File: src/rtl/ula_multicycle_ctrl.sv
// ula_multicycle_ctrl: Moore control FSM for the 8-bit multicycle RISC-V core.
// It sequences fetch, decode, execute, memory and writeback. It drives the ULA
// operation, the source/result mux selects and the write enables, and it uses
// the ULA zero flag only to resolve beq.
module ula_multicycle_ctrl (
    input  logic       clk,
    input  logic       reset,
    input  logic [6:0] op,
    input  logic [2:0] funct3,
    input  logic       funct7b5,
    input  logic       Z,
    output logic       PCWrite,
    output logic       AdrSrc,
    output logic       MemWrite,
    output logic       IRWrite,
    output logic       RegWrite,
    output logic [1:0] ResultSrc,
    output logic [1:0] ULASrcA,
    output logic [1:0] ULASrcB,
    output logic [2:0] ULAControl,
    output logic       illegal,
    output logic       retire
);

    // Supported opcodes
    localparam logic [6:0] OP_LW   = 7'b0000011;
    localparam logic [6:0] OP_SW   = 7'b0100011;
    localparam logic [6:0] OP_R    = 7'b0110011;
    localparam logic [6:0] OP_I    = 7'b0010011;
    localparam logic [6:0] OP_BEQ  = 7'b1100011;
    localparam logic [6:0] OP_JAL  = 7'b1101111;

    // ULAControl encoding
    localparam logic [2:0] ULA_AND = 3'b000;
    localparam logic [2:0] ULA_OR  = 3'b001;
    localparam logic [2:0] ULA_ADD = 3'b010;
    localparam logic [2:0] ULA_SUB = 3'b110;
    localparam logic [2:0] ULA_SLT = 3'b111;

    typedef enum logic [3:0] {
        S_FETCH    = 4'd0,
        S_DECODE   = 4'd1,
        S_MEMADR   = 4'd2,
        S_MEMREAD  = 4'd3,
        S_MEMWB    = 4'd4,
        S_MEMWRITE = 4'd5,
        S_EXEC_R   = 4'd6,
        S_EXEC_I   = 4'd7,
        S_ALUWB    = 4'd8,
        S_BEQ      = 4'd9,
        S_JAL      = 4'd10
    } state_e;

    // ALU-op class chosen by the FSM and refined by funct3/funct7b5
    typedef enum logic [1:0] {
        ALUOP_ADD   = 2'b00,
        ALUOP_SUB   = 2'b01,
        ALUOP_FUNCT = 2'b10
    } alu_op_e;

    state_e  state_q, state_d;
    alu_op_e alu_op;
    logic    op_is_r;
    logic    op_is_i;
    logic    op_known;
    logic    funct3_ok;

    // Instruction classification from the held IR fields
    always_comb begin
        op_is_r   = (op == OP_R);
        op_is_i   = (op == OP_I);
        op_known  = (op == OP_LW) || (op == OP_SW) || op_is_r || op_is_i ||
                    (op == OP_BEQ) || (op == OP_JAL);
        funct3_ok = (funct3 == 3'b000) || (funct3 == 3'b010) ||
                    (funct3 == 3'b110) || (funct3 == 3'b111);
    end

    // State register; reset always returns to FETCH
    always_ff @(posedge clk) begin
        // NOTE: sequential state uses non-blocking assignment so every flop
        // samples pre-edge values regardless of block evaluation order.
        if (reset) state_q <= S_FETCH;
        else       state_q <= state_d;
    end

    // Next-state and Moore outputs; reset masks all enables and shows FETCH selects
    always_comb begin
        // NOTE: every output and state_d gets a default first so no path
        // through the case leaves a signal unassigned and infers a latch.
        state_d   = S_FETCH;
        PCWrite   = 1'b0;
        AdrSrc    = 1'b0;
        MemWrite  = 1'b0;
        IRWrite   = 1'b0;
        RegWrite  = 1'b0;
        ResultSrc = 2'b00;
        ULASrcA   = 2'b00;
        ULASrcB   = 2'b00;
        alu_op    = ALUOP_ADD;
        illegal   = 1'b0;
        retire    = 1'b0;

        case (state_q)
            S_FETCH: begin
                IRWrite   = 1'b1;
                PCWrite   = 1'b1;
                ULASrcB   = 2'b10;
                ResultSrc = 2'b10;
                state_d   = S_DECODE;
            end
            S_DECODE: begin
                ULASrcA = 2'b01;
                ULASrcB = 2'b01;
                if (!op_known || ((op_is_r || op_is_i) && !funct3_ok)) begin
                    illegal = 1'b1;
                    state_d = S_FETCH;
                end else if (op == OP_LW || op == OP_SW) begin
                    state_d = S_MEMADR;
                end else if (op_is_r) begin
                    state_d = S_EXEC_R;
                end else if (op_is_i) begin
                    state_d = S_EXEC_I;
                end else if (op == OP_BEQ) begin
                    state_d = S_BEQ;
                end else begin
                    state_d = S_JAL;
                end
            end
            S_MEMADR: begin
                ULASrcA = 2'b10;
                ULASrcB = 2'b01;
                state_d = (op == OP_SW) ? S_MEMWRITE : S_MEMREAD;
            end
            S_MEMREAD: begin
                AdrSrc  = 1'b1;
                state_d = S_MEMWB;
            end
            S_MEMWB: begin
                ResultSrc = 2'b01;
                RegWrite  = 1'b1;
                retire    = 1'b1;
            end
            S_MEMWRITE: begin
                AdrSrc   = 1'b1;
                MemWrite = 1'b1;
                retire   = 1'b1;
            end
            S_EXEC_R: begin
                ULASrcA = 2'b10;
                alu_op  = ALUOP_FUNCT;
                state_d = S_ALUWB;
            end
            S_EXEC_I: begin
                ULASrcA = 2'b10;
                ULASrcB = 2'b01;
                alu_op  = ALUOP_FUNCT;
                state_d = S_ALUWB;
            end
            S_ALUWB: begin
                RegWrite = 1'b1;
                retire   = 1'b1;
            end
            S_BEQ: begin
                ULASrcA = 2'b10;
                alu_op  = ALUOP_SUB;
                PCWrite = Z;
                retire  = 1'b1;
            end
            S_JAL: begin
                ULASrcA = 2'b01;
                ULASrcB = 2'b10;
                PCWrite = 1'b1;
                state_d = S_ALUWB;
            end
            default: begin
                state_d = S_FETCH;
            end
        endcase

        if (reset) begin
            PCWrite   = 1'b0;
            MemWrite  = 1'b0;
            IRWrite   = 1'b0;
            RegWrite  = 1'b0;
            illegal   = 1'b0;
            retire    = 1'b0;
            AdrSrc    = 1'b0;
            ResultSrc = 2'b10;
            ULASrcA   = 2'b00;
            ULASrcB   = 2'b10;
            alu_op    = ALUOP_ADD;
        end
    end

    // ULA operation decode from the ALU-op class and funct fields
    always_comb begin
        ULAControl = ULA_ADD;
        case (alu_op)
            ALUOP_SUB: ULAControl = ULA_SUB;
            ALUOP_FUNCT: begin
                case (funct3)
                    3'b000:  ULAControl = (op_is_r && funct7b5) ? ULA_SUB : ULA_ADD;
                    3'b010:  ULAControl = ULA_SLT;
                    3'b110:  ULAControl = ULA_OR;
                    3'b111:  ULAControl = ULA_AND;
                    default: ULAControl = ULA_ADD;
                endcase
            end
            default: ULAControl = ULA_ADD;
        endcase
    end

endmodule

File: config.mk
export PLATFORM = sky130hd
export DESIGN_NAME = ula_multicycle_ctrl
export DESIGN_NICKNAME = d
export VERILOG_FILES = /design/src/rtl/ula_multicycle_ctrl.sv
export SDC_FILE = /design/constraint.sdc
export NUM_CORES = 1
export LEC_CHECK = 0
export CAP_MARGIN = 40
export CORE_UTILIZATION = 42
export CTS_CLUSTER_DIAMETER = 200
export CTS_CLUSTER_SIZE = 30
export DETAILED_ROUTE_END_ITERATION = 12
export PLACE_DENSITY_LB_ADDON = 0.12
export SKIP_CTS_REPAIR_TIMING = 1
export SYNTH_ARGS = -nofsm -noshare
export SYNTH_HDL_FRONTEND = slang
export SYNTH_SLANG_ARGS = --single-unit
File: constraint.sdc
create_clock -name clk -period 2.15 [get_ports clk]
set_input_delay 0.215 -clock clk [delete_from_list [all_inputs] [get_ports clk]]
set_output_delay 0.215 -clock clk [all_outputs]
set_load 0.01 [all_outputs]
* After elaboration in Yosys (flattened, before gate mapping)
Index checks and enable logic that the tools add are counted.
** Operators by class
- Muxes and demuxes :: 33
- Reductions and logical operators :: 25
- Equality and inequality tests :: 21
** Operators by type and width (number)
- $pmux 4 s5 :: 1
- $eq 4x3->1 const B :: 4
- $mux 4 :: 4
- $pmux 2 s2 :: 4
- $eq 7x6->1 const B :: 2
- $eq 7x7->1 const B :: 2
- $mux 1 :: 14
- $eq 4x4->1 const B :: 3
- $pmux 3 s4 :: 1
- $logic_or 1x1->1 :: 10
- $mux 2 :: 5
- $reduce_or 2->1 :: 5
- $eq 4x2->1 const B :: 2
- $reduce_or 4->1 :: 2
- $eq 7x2->1 const B :: 1
- $eq 7x5->1 const B :: 1
- $eq 3x3->1 const B :: 2
- $mux 3 :: 2
- $pmux 3 s2 :: 1
- $reduce_or 3->1 :: 2
- $eq 4x1->1 const B :: 1
- $logic_not 4->1 :: 1
- $eq 3x2->1 const B :: 1
- $logic_not 3->1 :: 1
- other kinds (5) :: 7
** Storage, ports and cells
- Flip-flop bits (word level) :: 4
- Input bits :: 14

* Logic depth before layout (Yosys ltp)
- Depth after elaboration :: 11
- Gate-level depth with buffers :: 8
- Gate-level depth less buffers :: 7

* Worst setup path after synthesis
OpenSTA, ideal clock, no wires.
- Kind :: flip-flop to output port
- Start point :: reg state_q[2]
- End point :: out ULAControl[2]
- Arrival time :: 1.513 ns
- Slack :: 0.422 ns
- Path buffers :: 1
- Data required time :: 1.935 ns
- Stages on the path, launching flop included :: 8
- Cell sequence :: dfxtp_1 buf_2 nor2_1 nand3_1 ha_1 nor3b_1 nor2_1 a211oi_1
** Between the ends
- Word-level cells in the longest chain between the ends :: 6
- Elaborated cells on any way between the ends :: 9
** Ends and longest elaborated chain
- start, declared :: line 61 : state_e state_q, state_d;
- start signal, assigned :: line 83 : else state_q <= state_d;
- $eq 4x3->1 :: line 103 : case (state_q)
- $reduce_or 2->1 (no line)
- $pmux 2 s2 * :: line 103
- $mux 2 * :: line 180 : if (reset) begin
- $eq 2x2->1 or $eq 2x1->1 (tied branches) :: line 198 : case (alu_op)
- $pmux 3 s2 * :: line 198
- end, declared :: line 20 : output logic [2:0] ULAControl,
Mark *: on every way between the ends. The rest lies on a longest branch, timed or not.

* Worst setup path after layout
- Start point :: reg state_q[3]
- End point :: out IRWrite
** Between the ends
- Word-level cells in the longest chain between the ends :: 3
** Ends and longest elaborated chain
- $logic_not 4->1 :: line 103
- $mux 1 :: line 103
- $mux 1 :: line 180
- end, declared :: line 15 : output logic IRWrite,
Every way passes these cells.

==> run summary <==
Total Wirelength: 2310 um
share of cells above drive strength 1: 29.6%
EDFF count, synth: 0
P_int: 213 uW
detailed placement HPWL: 1540 um
Horiz. Die Dim: 40.2 um
number of global-route vias before repair: 710
# diodes: 0
syn nets: 102
Detailed Route Iter0 Violations: 29
Final ANT Viol Nets: 0
Max IR drop VDD: 0.209 mV
period utilisation layout: 96.3%
Pwr Total: 312 uW
drt first pass iters: 4
grt total ovfl: 0
CTS Root Cell: clkbuf_4
FMAX: 483 MHz
Placeable Area: 1330 um2
Post-synth ARST share: 0%
hold crit path type: in -> reg
total die area: 1620 um2
cells after synthesis: 86
total CTS buffers: 3
starting density of the core: 46.1%
CTS H-tree lvls: 1
final setup vio count: 0
largest area contributor in the netlist: dfxtp_1
CTS tree: done
first-pass GRT wire length: 2850 um
IO Pins: 30
# rows: 13
crit path kind: reg -> out
top_reg_cell synth: dfxtp_1
WL per Instance: 15.4 um
Slew @ Worst Pin: 0.268 ns
synthesized area: 614 um2
status: finished, final reports clean
Largest Register: state_q
Bufs on Longest Clock Path: 2
area grow syn2layout: 83.5%
switch share: 31.8%
largest net degree at the start of global routing: 13
Synth top area share: 13.0%
pwr dens: 277 nW/um2
worst-path maximum fanout: 4
Vias/cell: 5.97
number of buffers added on ports: 29
max-cap viol count: 0
overall routing resource usage: 27.8%
final core utilization: 84.5%
sequential share of power: 24.8%
Synth area leaders: dfxtp_1 13%, nor2_1 7.3%, nor3_1 4.9%, nand2_1 4.9%, xnor2_1 4.3%
Worst setup SP type: register
Mean Syn Cell Area: 7.14 um2
register area share after synthesis: 13.0%
final hold violation count: 0
Final Slew Violations: 0
Clock transition at path regs: 0.03 ns
Seq cells post-synth: 4
DRC Markers: 0
vias: 895
die height: 40.2 um
initial antenna violation count: 0
Worst EP arrival: 1.86 ns
crit end category: output pin
P_sw: 99.4 uW
Final Net Count: 153
combinational power share: 41.4%
Yosys cell types: 40
Clk pwr share: 33.9%
GPL Wtd Cong: 0.791
worst skew pair latency: 0.26 ns
biggest regs: state_q x4
minimum clock period: 2.07 ns
max FFs per register: 4
CP required: 1.93 ns
Clock Sinks: 4
headroom to the max-slew limit: 82.1%
LEAKAGE: 0.561 nW
synth warn: 0
Layout Skew: 0.0146 ns
-- per-stage QoR --
step	setup slack [ns]	setup TNS (ns)	cell area [um2]	hold WS, ns	instances
after global routing	-0.0261	-0.0261	1130	0.528	150
final	0.0792	0	1130	0.506	150
after detailed placement	-0.293	-0.626	1050	0.624	147
after CTS	-0.284	-0.666	1080	0.629	150
after floorplan	0.422	0	614	0.394	86
after global placement	-0.219	-0.521	1050	0.615	147
-- layout make-up --
cell class / count / area [um2]
fillers: 87 / 206
flip-flops and latches: 4 / 80.1
well taps: 15 / 18.8
inverters: 3 / 11.3
clock buffers: 3 / 22.5
repair buffers: 52 / 487
multi-input cells: 73 / 508
-- logic make-up after synthesis --
kind of cell	Yosys count	share of synthesized area [%]
AOI/OAI and AO/OA	18	21.4
buffers and inverters	9	8.55
DFF	4	13.0
xor gates and xnor gates	4	5.70
adders and majority gates	2	4.07
and+or+nand+nor	48	45.6
muxes	1	1.63
-- cells in the mapped netlist (all sizes together), types with 2 or more instances --
master and n:
nor2 12, nand2 8, nor3 7, a21oi 5, buf 5, dfxtp 4, and2b 3, and3 3
inv 3, nand3 3, xnor2 3, a21o 2, ha 2, nand3b 2, nor2b 2, o21ai 2
or3 2
-- routing by layer --
layer	share of wire, %	up-vias	global-route usage [%]
li1	-	409	-
met5	0	-	0
met1	36	420	25.1
met2	54	57	50.4
met4	3.4	0	21.7
met3	5.7	9	8.89
-- path summary, 6_finish.rpt --
kind	end	slack (ns)	from	cells past startpoint
worst min-delay path	state_q[3]	0.51	reset	3
worst max register to register	state_q[2]	0.67	state_q[3]	5
worst min register to register	state_q[0]	0.64	state_q[0]	2
worst max-delay path	IRWrite	0.08	state_q[3]	4
-- critical path: stages, from the launching register on --
cell and delay, ns:
dfxtp_1 0.34, buf_4 0.17, or3_4 0.38, nor3_1 0.15
clkdlybuf4s50_1 0.57
-- cell usage in the layout (no fill, tap or decap), types with 2 or more instances in the layout --
cell type,count
and2b_1,2
xnor2_1,3
a21o_1,2
nor3_1,5
inv_1,3
buf_4,22
nand3_1,3
and3_1,3
ha_1,2
dfxtp_1,4
nand3b_1,2
nand2_1,8
clkbuf_4,3
nor2_2,3
clkdlybuf4s50_1,21
nor2_1,9
a21oi_1,4
dlymetal6s2s_1,8
-- power groups by stage --
| stage | clock network [mW] | logic, mW | registers, mW |
|---|---|---|---|
| 2_1_floorplan | 0 | 0.0494 | 0.0785 |
| 3_3_place_gp | 0 | 0.118 | 0.0784 |
| 3_5_place_dp | 0 | 0.122 | 0.0784 |
| 4_1_cts | 0.0980 | 0.122 | 0.0773 |
| 5_1_grt | 0.116 | 0.136 | 0.0773 |
| 6_report | 0.106 | 0.129 | 0.0773 |
Note: power is estimated with default switching activity, not from simulation.
